## config.mk

```make
export PLATFORM = sky130hd
export DESIGN_NAME = stump_mem_responder_flat
export DESIGN_NICKNAME = d
export VERILOG_FILES = /design/src/rtl/stump_mem_responder_pkg.sv /design/src/rtl/stump_mem_responder_if.sv /design/src/rtl/stump_mem_wbuf.sv /design/src/rtl/stump_mem_responder.sv /design/src/flat_wrapper.sv
export SDC_FILE = /design/constraint.sdc
export NUM_CORES = 1
export LEC_CHECK = 0
export ABC_AREA = 1
export CAP_MARGIN = 20
export CORE_ASPECT_RATIO = 2
export CORE_MARGIN = 2
export CORE_UTILIZATION = 52
export DETAILED_ROUTE_END_ITERATION = 10
export GPL_TIMING_DRIVEN = 0
export PLACE_DENSITY = 0.86
export SKIP_CTS_REPAIR_TIMING = 1
export SLEW_MARGIN = 10
export SYNTH_ARGS = -nofsm -noshare
export SYNTH_HDL_FRONTEND = slang
export SYNTH_HIERARCHICAL = 1
export SYNTH_SLANG_ARGS = --single-unit
```

## constraint.sdc

```tcl
create_clock -name clk -period 3.75 [get_ports clk]
set_input_delay 0.75 -clock clk [delete_from_list [all_inputs] [get_ports clk]]
set_output_delay 0.75 -clock clk [all_outputs]
set_load 0.01 [all_outputs]
```

## src/rtl/stump_mem_responder_pkg.sv

```systemverilog
// Shared definitions for the Stump memory responder: FSM encodings and fill values.
// Latency: n/a (types and constants only).
// Backpressure: n/a.
package stump_mem_responder_pkg;

  // Core data path width (Stump words are 16 bits)
  localparam int MR_DATA_W = 16;

  typedef logic [MR_DATA_W-1:0] mr_word_t;

  // Responder FSM encodings
  typedef enum logic [1:0] {
    MR_IDLE  = 2'd0,
    MR_DRAIN = 2'd1,
    MR_READ  = 2'd2,
    MR_RESP  = 2'd3
  } mr_state_t;

  // Read data returned to the core when an SRAM read is abandoned
  localparam mr_word_t MR_TMO_FILL = 16'hFFFF;

endpackage

```

## src/rtl/stump_mem_responder_if.sv

```systemverilog
// Core-side request port plus SRAM req/ack port of the Stump memory responder.
// Latency: n/a (wires only).
// Backpressure: core holds its request until mem_ready; responder holds sram_req until sram_ack.
interface stump_mem_responder_if #(
  parameter int ADDR_W = 16
);
  import stump_mem_responder_pkg::*;

  // Core side
  logic              mem_ren;
  logic              mem_wen;
  mr_word_t          mem_addr;
  mr_word_t          mem_wdata;
  mr_word_t          mem_rdata;
  logic              mem_ready;

  // SRAM side
  logic              sram_req;
  logic              sram_we;
  logic [ADDR_W-1:0] sram_addr;
  mr_word_t          sram_wdata;
  logic              sram_ack;
  mr_word_t          sram_rdata;

  // Responder view
  modport slave (
    input  mem_ren, mem_wen, mem_addr, mem_wdata, sram_ack, sram_rdata,
    output mem_rdata, mem_ready, sram_req, sram_we, sram_addr, sram_wdata
  );

  // Core + memory model view
  modport master (
    output mem_ren, mem_wen, mem_addr, mem_wdata, sram_ack, sram_rdata,
    input  mem_rdata, mem_ready, sram_req, sram_we, sram_addr, sram_wdata
  );

endinterface

```

## src/rtl/stump_mem_wbuf.sv

```systemverilog
// One-entry posted-write buffer with address-match output for read forwarding.
// Latency: capture/clear take effect on the next clock edge; hit_o is combinational.
// Backpressure: none; the owning FSM only captures when the entry is empty.
module stump_mem_wbuf
  import stump_mem_responder_pkg::*;
(
  input  logic     clk,
  input  logic     rst_n,
  input  logic     cap_i,
  input  logic     clr_i,
  input  mr_word_t addr_i,
  input  mr_word_t data_i,
  input  mr_word_t cmp_addr_i,
  output logic     vld_o,
  output mr_word_t addr_o,
  output mr_word_t data_o,
  output logic     hit_o
);

  logic     vld_q;
  mr_word_t addr_q;
  mr_word_t data_q;

  // Entry storage: capture wins over clear; the two never coincide in practice
  always_ff @(posedge clk) begin
    if (!rst_n) begin
      vld_q  <= 1'b0;
      addr_q <= '0;
      data_q <= '0;
    end else if (cap_i) begin
      vld_q  <= 1'b1;
      addr_q <= addr_i;
      data_q <= data_i;
    end else if (clr_i) begin
      vld_q  <= 1'b0;
    end
  end

  assign vld_o  = vld_q;
  assign addr_o = addr_q;
  assign data_o = data_q;
  assign hit_o  = vld_q && (addr_q == cmp_addr_i);

endmodule

```

## src/rtl/stump_mem_responder.sv

```systemverilog
// Bridges the Stump core memory port to a req/ack SRAM, with a posted-write buffer and read forwarding.
// Latency: posted write or forwarded read 1 cycle; SRAM read = drain (if any) + SRAM latency + 1.
// Backpressure: core request held until the mem_ready pulse; SRAM request held until sram_ack.
// Optional: STUMP_MEM_TIMEOUT_EN abandons an SRAM access after TIMEOUT request cycles and sets err.
module stump_mem_responder
  import stump_mem_responder_pkg::*;
#(
  parameter int ADDR_W  = 16,
  parameter int TIMEOUT = 16
) (
  input  logic                   clk,
  input  logic                   rst_n,
  stump_mem_responder_if.slave   bus,
  output logic                   busy,
  output logic                   err
);

  mr_state_t         state_q, state_d;

  logic              buf_vld, buf_hit, buf_cap, buf_clr;
  mr_word_t          buf_addr, buf_data;
  logic              fwd;

  logic              sram_req_q, sram_we_q;
  logic [ADDR_W-1:0] sram_addr_q;
  mr_word_t          sram_wdata_q;
  mr_word_t          rdata_q;

  logic              wr_req, rd_req, acc_done, tmo;

  // Write has priority when the core raises both strobes
  assign wr_req   = bus.mem_wen;
  assign rd_req   = bus.mem_ren & ~bus.mem_wen;
  // An ack only counts while a request is actually outstanding
  assign acc_done = sram_req_q & bus.sram_ack;

  stump_mem_wbuf u_wbuf (
    .clk        (clk),
    .rst_n      (rst_n),
    .cap_i      (buf_cap),
    .clr_i      (buf_clr),
    .addr_i     (bus.mem_addr),
    .data_i     (bus.mem_wdata),
    .cmp_addr_i (bus.mem_addr),
    .vld_o      (buf_vld),
    .addr_o     (buf_addr),
    .data_o     (buf_data),
    .hit_o      (buf_hit)
  );

`ifdef STUMP_MEM_TIMEOUT_EN
  localparam int CNT_W = $clog2(TIMEOUT + 1);

  logic [CNT_W-1:0] cnt_q;
  logic             err_q;

  // Abandon on the last allowed request cycle if the ack still has not come
  assign tmo = sram_req_q & ~bus.sram_ack & (cnt_q == CNT_W'(TIMEOUT - 1));

  // Request-cycle counter, restarted on every state change
  always_ff @(posedge clk) begin
    if (!rst_n) begin
      cnt_q <= '0;
    end else if (state_d != state_q) begin
      cnt_q <= '0;
    end else if (sram_req_q) begin
      cnt_q <= cnt_q + 1'b1;
    end
  end

  // Sticky timeout flag, only reset clears it
  always_ff @(posedge clk) begin
    if (!rst_n) begin
      err_q <= 1'b0;
    end else if (tmo) begin
      err_q <= 1'b1;
    end
  end

  assign err = err_q;
`else
  logic unused_timeout;

  assign tmo            = 1'b0;
  assign err            = 1'b0;
  assign unused_timeout = (TIMEOUT != 0);
`endif

  // FSM state register
  always_ff @(posedge clk) begin
    if (!rst_n) begin
      state_q <= MR_IDLE;
    end else begin
      state_q <= state_d;
    end
  end

  // Next state and the buffer/forwarding strobes that go with each transition
  always_comb begin
    state_d = state_q;
    buf_cap = 1'b0;
    buf_clr = 1'b0;
    fwd     = 1'b0;
    case (state_q)
      MR_IDLE: begin
        if (wr_req) begin
          if (!buf_vld) begin
            buf_cap = 1'b1;
            state_d = MR_RESP;
          end else begin
            state_d = MR_DRAIN;
          end
        end else if (rd_req) begin
          if (buf_hit) begin
            fwd     = 1'b1;
            state_d = MR_RESP;
          end else if (buf_vld) begin
            state_d = MR_DRAIN;
          end else begin
            state_d = MR_READ;
          end
        end else if (buf_vld) begin
          state_d = MR_DRAIN;
        end
      end
      MR_DRAIN: begin
        // A pending read goes straight to SRAM; a pending write re-samples in IDLE
        if (acc_done || tmo) begin
          buf_clr = 1'b1;
          state_d = rd_req ? MR_READ : MR_IDLE;
        end
      end
      MR_READ: begin
        if (acc_done || tmo) begin
          state_d = MR_RESP;
        end
      end
      MR_RESP: begin
        state_d = MR_IDLE;
      end
      default: begin
        state_d = MR_IDLE;
      end
    endcase
  end

  // Core-facing status decoded from the state register
  always_comb begin
    bus.mem_ready = (state_q == MR_RESP);
    busy          = (state_q != MR_IDLE) || buf_vld;
  end

  // SRAM port registers: loaded when an access starts, held until ack, request dropped after.
  // After a drain the request drops for one cycle before the read is issued from READ.
  always_ff @(posedge clk) begin
    if (!rst_n) begin
      sram_req_q   <= 1'b0;
      sram_we_q    <= 1'b0;
      sram_addr_q  <= '0;
      sram_wdata_q <= '0;
    end else if (acc_done || tmo) begin
      sram_req_q   <= 1'b0;
      sram_we_q    <= 1'b0;
    end else if (state_q == MR_IDLE && state_d == MR_DRAIN) begin
      sram_req_q   <= 1'b1;
      sram_we_q    <= 1'b1;
      sram_addr_q  <= buf_addr[ADDR_W-1:0];
      sram_wdata_q <= buf_data;
    end else if ((state_q == MR_IDLE && state_d == MR_READ) ||
                 (state_q == MR_READ && !sram_req_q)) begin
      sram_req_q   <= 1'b1;
      sram_we_q    <= 1'b0;
      sram_addr_q  <= bus.mem_addr[ADDR_W-1:0];
    end
  end

  // Read data register: holds until the next read completes
  always_ff @(posedge clk) begin
    if (!rst_n) begin
      rdata_q <= '0;
    end else if (fwd) begin
      rdata_q <= buf_data;
    end else if (state_q == MR_READ && acc_done) begin
      rdata_q <= bus.sram_rdata;
    end else if (state_q == MR_READ && tmo) begin
      rdata_q <= MR_TMO_FILL;
    end
  end

  assign bus.mem_rdata  = rdata_q;
  assign bus.sram_req   = sram_req_q;
  assign bus.sram_we    = sram_we_q;
  assign bus.sram_addr  = sram_addr_q;
  assign bus.sram_wdata = sram_wdata_q;

endmodule

```

## src/flat_wrapper.sv

```systemverilog
// flat-port wrapper written by rule: the top's interface ports become plain ports
module stump_mem_responder_flat import stump_mem_responder_pkg::*;
#(
  parameter int ADDR_W  = 16,
  parameter int TIMEOUT = 16
)
  (clk, rst_n, busy, err, bus_mem_ren, bus_mem_wen, bus_mem_addr, bus_mem_wdata, bus_sram_ack, bus_sram_rdata, bus_mem_rdata, bus_mem_ready, bus_sram_req, bus_sram_we, bus_sram_addr, bus_sram_wdata);
  stump_mem_responder_if #(.ADDR_W(ADDR_W)) bus_i ();
  input  logic clk;
  input  logic rst_n;
  output logic busy;
  output logic err;
  input wire logic [$bits(bus_i.mem_ren)-1:0] bus_mem_ren;
  input wire logic [$bits(bus_i.mem_wen)-1:0] bus_mem_wen;
  input wire logic [$bits(bus_i.mem_addr)-1:0] bus_mem_addr;
  input wire logic [$bits(bus_i.mem_wdata)-1:0] bus_mem_wdata;
  input wire logic [$bits(bus_i.sram_ack)-1:0] bus_sram_ack;
  input wire logic [$bits(bus_i.sram_rdata)-1:0] bus_sram_rdata;
  output wire logic [$bits(bus_i.mem_rdata)-1:0] bus_mem_rdata;
  output wire logic [$bits(bus_i.mem_ready)-1:0] bus_mem_ready;
  output wire logic [$bits(bus_i.sram_req)-1:0] bus_sram_req;
  output wire logic [$bits(bus_i.sram_we)-1:0] bus_sram_we;
  output wire logic [$bits(bus_i.sram_addr)-1:0] bus_sram_addr;
  output wire logic [$bits(bus_i.sram_wdata)-1:0] bus_sram_wdata;
  assign bus_i.mem_ren = bus_mem_ren;
  assign bus_i.mem_wen = bus_mem_wen;
  assign bus_i.mem_addr = bus_mem_addr;
  assign bus_i.mem_wdata = bus_mem_wdata;
  assign bus_i.sram_ack = bus_sram_ack;
  assign bus_i.sram_rdata = bus_sram_rdata;
  assign bus_mem_rdata = bus_i.mem_rdata;
  assign bus_mem_ready = bus_i.mem_ready;
  assign bus_sram_req = bus_i.sram_req;
  assign bus_sram_we = bus_i.sram_we;
  assign bus_sram_addr = bus_i.sram_addr;
  assign bus_sram_wdata = bus_i.sram_wdata;
  stump_mem_responder #(.ADDR_W(ADDR_W), .TIMEOUT(TIMEOUT)) u_core (.clk(clk), .rst_n(rst_n), .bus(bus_i), .busy(busy), .err(err));
endmodule
```

Yosys cells after proc, flatten, opt, wreduce, memory -nomap -nowiden
Cells that the tools add are included.
{ "totals": {"reg_bits": 85, "out_inout_bits": 53, "elab_cells": 65} }
{ "classes": {"eq_ne": 6, "mux": 29, "n_bitwise": 5, "reduce_logical": 16} }
{ "ops": {"columns": ["op", "n"], "rows": [
  ["16-bit two-way mux", 4],
  ["2-bit two-way mux", 9],
  ["16-bit == test", 1],
  ["1-bit two-way mux", 15],
  ["2-bit one-hot mux with 4 select lines", 1],
  ["2-bit nonzero test", 4],
  ["2-bit == test (second input constant)", 3],
  ["1-bit logical AND", 5],
  ["2-bit by 1-bit == test with 1-bit output (second input constant)", 2],
  ["2-bit AND reduction", 2],
  ["1-bit inverter", 3],
  ["1-bit AND", 2],
  ["2-bit zero test", 1],
  ["1-bit logical OR", 2],
  ["2-bit OR reduction", 1],
  ["1-bit zero test", 1]
]} }

Logic depth before layout (Yosys ltp)
{ "logic_depth": {"depth_word": 11, "mapped_depth": 19} }

Hierarchy
Netlist, hierarchy kept.
{ "by_module_without_submodules": {"columns": ["mod", "instances", "cells_each", "area_each_um2", "seq_area_each_um2"], "rows": [
  ["stump_mem_responder", 1, 363, 2412.3, 1041.0],
  ["stump_mem_wbuf", 1, 201, 1397.6, 660.6]
]} }

Worst setup path after synthesis
OpenSTA, ideal clock, no wires.
{ "synth_path": {"path_kind": "input to register", "startpoint": "in bus_mem_addr[1]", "endpoint": "reg u_core.sram_wdata_q[10], in the netlist u_core/bus.sram_wdata[10]", "setup_ns": 0.116, "arrival_ns": 2.168, "required_time_ns": 3.634, "path_slack_ns": 1.467, "cell_stages": 18, "path_buffers": 1, "path_cell_list": "inv_1 > nand2_1 > nand2_1 > nor2_2 > nand2_1 > nor2_1 > nand2_1 > nor2_1 > nand3_1 > nand2_1 > nor2_1 > nor2_4 > nand3_4 > nor2_4 > inv_2 > buf_6 > nor2_1 > nor2_1"} }
{ "synth_via": {"elab_chain_cells": 9} }
{ "synth_rtl": {"columns": ["item", "line_no", "source"], "rows": [
  ["start: declaration", "flat_wrapper.sv:15", "input wire logic [$bits(bus_i.mem_addr)-1:0] bus_mem_addr;"],
  ["16-bit == test", "stump_mem_wbuf.sv:42", "assign hit_o = vld_q && (addr_q == cmp_addr_i);"],
  ["1-bit logical AND", "stump_mem_wbuf.sv:42", null],
  ["named net u_core.buf_hit", "stump_mem_responder.sv:20", "logic buf_vld, buf_hit, buf_cap, buf_clr;"],
  ["2-bit two-way mux", "stump_mem_responder.sv:114", "if (buf_hit) begin"],
  ["2-bit two-way mux", "stump_mem_responder.sv:113", "end else if (rd_req) begin"],
  ["2-bit two-way mux", "stump_mem_responder.sv:106", "if (wr_req) begin"],
  ["2-bit one-hot mux with 4 select lines", "stump_mem_responder.sv:104", "case (state_q)"],
  ["2-bit by 1-bit == test with 1-bit output", "stump_mem_responder.sv:164", "end else if (state_q == MR_IDLE && state_d == MR_DRAIN) begin"],
  ["1-bit logical AND", "stump_mem_responder.sv:164", null],
  ["2-bit AND reduction (no source line)", null, null],
  ["end signal: assignment", "stump_mem_responder.sv:168", "sram_wdata_q <= buf_data;"],
  ["end: declaration", "stump_mem_responder.sv:26", "mr_word_t sram_wdata_q;"]
]} }
The timed path passes the listed nets, and every way through them passes these cells.
A chain may end at the register's enable or synchronous reset.

Worst setup path after layout
{ "layout_path": {"startpoint": "in bus_mem_addr[1]", "endpoint": "reg u_core.sram_wdata_q[8], in the netlist u_core/bus.sram_wdata[8]"} }
The elaborated chain is that of the path after synthesis.

==> run_results.csv <==
group,metric,value,unit
sta,worst-slew-pin-transition,717,ps
global_routing,grt_max_degree,16,
cts,insertion_delay,340,ps
setup_path,crit_type,"in2reg",
synthesis,syn_area,3810,µm²
setup_path,setup.worst_path.start,"bus_mem_addr[1]",
drt,drcViolationCount,0,
synthesis,yosys_warnings,6,
sta,drv_slew,0,
sta,tns,0,ps
drt,dr.pass1.iters,5,
sta,timing.final.crit_period,2910,ps
setup_path,cpMaxStageDelayCell,"clkdlybuf4s50_1",
place,hpwlAfterDp,7.12,mm
die,design.core.area,7160,µm²
die,io-pin-count,106,
pwr,vdd_drop_max,0.435,mV
cells_and_area,syn_to_final_growth,38.8,%
global_routing,grt_use_total,25.9,%
cells_and_area,diodes,0,
sta,rsz0062_at_grt,"false",
die,die_area,8070,µm²
die,die_w,64.5,µm
setup_path,critPathLaunchType,"input pin",
sta,finalHoldViolCount,0,
synthesis,synth_edf_count,0,
synthesis,yosysUniqueCellTypes,29,
setup_path,cp_common_cell,"nand2_1",
global_routing,grt-ovfl-total,0,
setup_path,cp.arrival,3180,ps
setup_path,cp.required,4010,ps
cells_and_area,stdcell_count,776,
die,die_y,125,µm
setup_path,path_buf_inv,3,
cells_and_area,nFillCells,590,
sta,setup_violations,0,
hold_path,min_path_type,"reg2reg",
synthesis,syn_avg_cell_area,6.76,µm²
setup_path,crit_chain,"clkdlybuf4s50_1 -> inv_1 -> nand2_1 -> nand2_1 -> nor2_2 -> nand2_1 -> nor2_1 -> nand2_1 -> nor2_1 -> nand3_1 -> nand2_1 -> nor2_1 -> nor2_4 -> nand3_4 -> nor2_4 -> buf_4 -> o21ai_0 -> nor2_1",
drt,drtIter0Drc,241,
cells_and_area,final_cell_mix,"169 x nand2_1, 126 x nor2_1, 104 x clkdlybuf4s50_1",
setup_path,cp_top_family,"simple AND/OR/NAND/NOR gates",
setup_path,crit_path_max_incr_delay,530,ps
setup_path,r2r_cells,17,
synthesis,ys_seq_area_share,44.7,%
cts,clk_transition_reported_paths,60,ps
sta,holdWs,476,ps
cts,clock_sinks,85,
pwr,p_total,3.66,mW
global_routing,grt_pass1_vias,3612,
pwr,leakage,2.34,nW
cells_and_area,drive_above_1_share,8.63,%
global_routing,grt_pass1_wl,16.5,mm
setup_path,path_depth,18,
synthesis,synth_seq_cells,85,
setup_path,cp-end-kind,"register",
place,dp.cells,760,
cts,clockRootBuffer,"clkbuf_16",
cells_and_area,final_common_cell,"nand2_1",
cts,numCtsBuffers,9,
run_status,status,"completed",
place,port_buffers,104,
cts,h-tree-depth,3,
synthesis,async_flop_share,0,%
setup_path,r2r-start,"u_core/u_wbuf/addr_o[9]",
hold_path,hold_depth,2,
cells_and_area,final_core_util,73.9,%
place,routabilityCongestion,0.866,
synthesis,netlist_instances,564,
drt,ant_nets,0,
die,rows,44,
setup_path,cp_max_fo,10,
sta,fin_skew,6.87,ps
synthesis,synth_flop_cell,"dfxtp_1",
cts,cts_tree,"done",
drt,routed_wl,9.95,mm
sta,min_period_over_period,77.7,%
sta,max_freq,343,MHz
die,start_util,53.2,%
pwr,p_per_area,692,nW/µm²
sta,slew-limit-headroom,51.9,%
drt,vias,3882,
drt,vias_per_cell,5.00,
hold_path,hold_start,"u_core/bus.mem_rdata[12]",
setup_path,r2r_slack,1450,ps
job,cap_violations,0,
drt,routedWlPerCell,12.8,µm
cts,cts.path.max_buffers,2,
cells_and_area,final_nets,732,
synthesis,synth_nets,617,
global_routing,antenna_found_initial,0,
## stage by stage
step | setup slack [ps] | instance area [µm²]
2_1_floorplan | 1470 | 3810
3_3_place_gp | 576 | 4970
3_5_place_dp | 566 | 4970
4_1_cts | 864 | 5290
5_1_grt | 587 | 5290
6_report | 838 | 5290
## synthesized netlist by cell type, types with 3 or more instances
cell      count  area, µm²
inv_1        40        150
nand2_2       4       25.0
nor2_4        3       33.8
xor2_1        3       26.3
clkbuf_1      6       22.5
nor3_1        3       15.0
buf_6         5       56.3
a21oi_1      11       55.1
buf_2         8       40.0
a31oi_1      17        106
o21ai_0      51        255
nor2_1      126        473
nand2_1     169        634
inv_2         8       30.0
nand3_1       3       15.0
buf_4         4       30.0
dfxtp_1      85       1700
nor2_2        4       25.0
## metal layers
layer / vias up / part of all wire, % / GRT usage, %
li1: 1981 / - / -
met1: 1711 / 43 / 32.9
met2: 159 / 47 / 40.9
met3: 31 / 6.1 / 4.59
met4: 0 / 3.8 / 14.5
met5: - / 0 / 0
## cells by family after synthesis
logic type                after synthesis  share of synthesized area, %
AOI/OAI and AO/OA                      84                          12.1
xor gates and xnor gates                3                         0.690
buffers and inverters                  75                          9.10
DFF                                    85                          44.7
other                                   1                        0.0984
and+or+nand+nor                       316                          33.3
## layout make-up
type                            count  area [µm²]  area share [%]
Multi-Input combinational cell    404        1760            33.3
Clock buffer                       10         229            4.33
Buffer                             25         159            3.01
Timing Repair Buffer              104        1040            19.7
Clock inverter                      6        92.6            1.75
Inverter                           50         188            3.55
Tap cell                           92         115            2.18
Sequential cell                    85        1700            32.2
## state kept, by name, summed over array words and instances, names as in the netlist
signal,flops
u_core/bus.sram_addr,16
u_core/bus.sram_we,1
u_core/u_wbuf/vld_o,1
u_core/bus.sram_wdata,16
u_core/u_wbuf/data_o,16
u_core/bus.mem_rdata,16
u_core/bus.sram_req,1
u_core/u_wbuf/addr_o,16
u_core/state_q,2
## report_power, final
group	switching [mW]	leakage (nW)	internal, mW
sequential	0.147	0.699	1.13
clock	0.363	0.150	0.588
combinational	0.796	1.49	0.631
total	1.31	2.34	2.35
## path summary, 6_finish.rpt
path                                    to
setup / recovery  u_core/bus.sram_wdata[8]
hold / removal    u_core/bus.mem_rdata[12]
setup reg to reg  u_core/bus.sram_wdata[8]
hold reg to reg   u_core/bus.mem_rdata[12]
## tightest hold or removal path: cells and delay by family (launching register included)
kind            cells  cell delay [ps]
compound gates      1               60
flops               1              310
simple gates        1               60
Note: power is estimated with default switching activity, not from simulation.
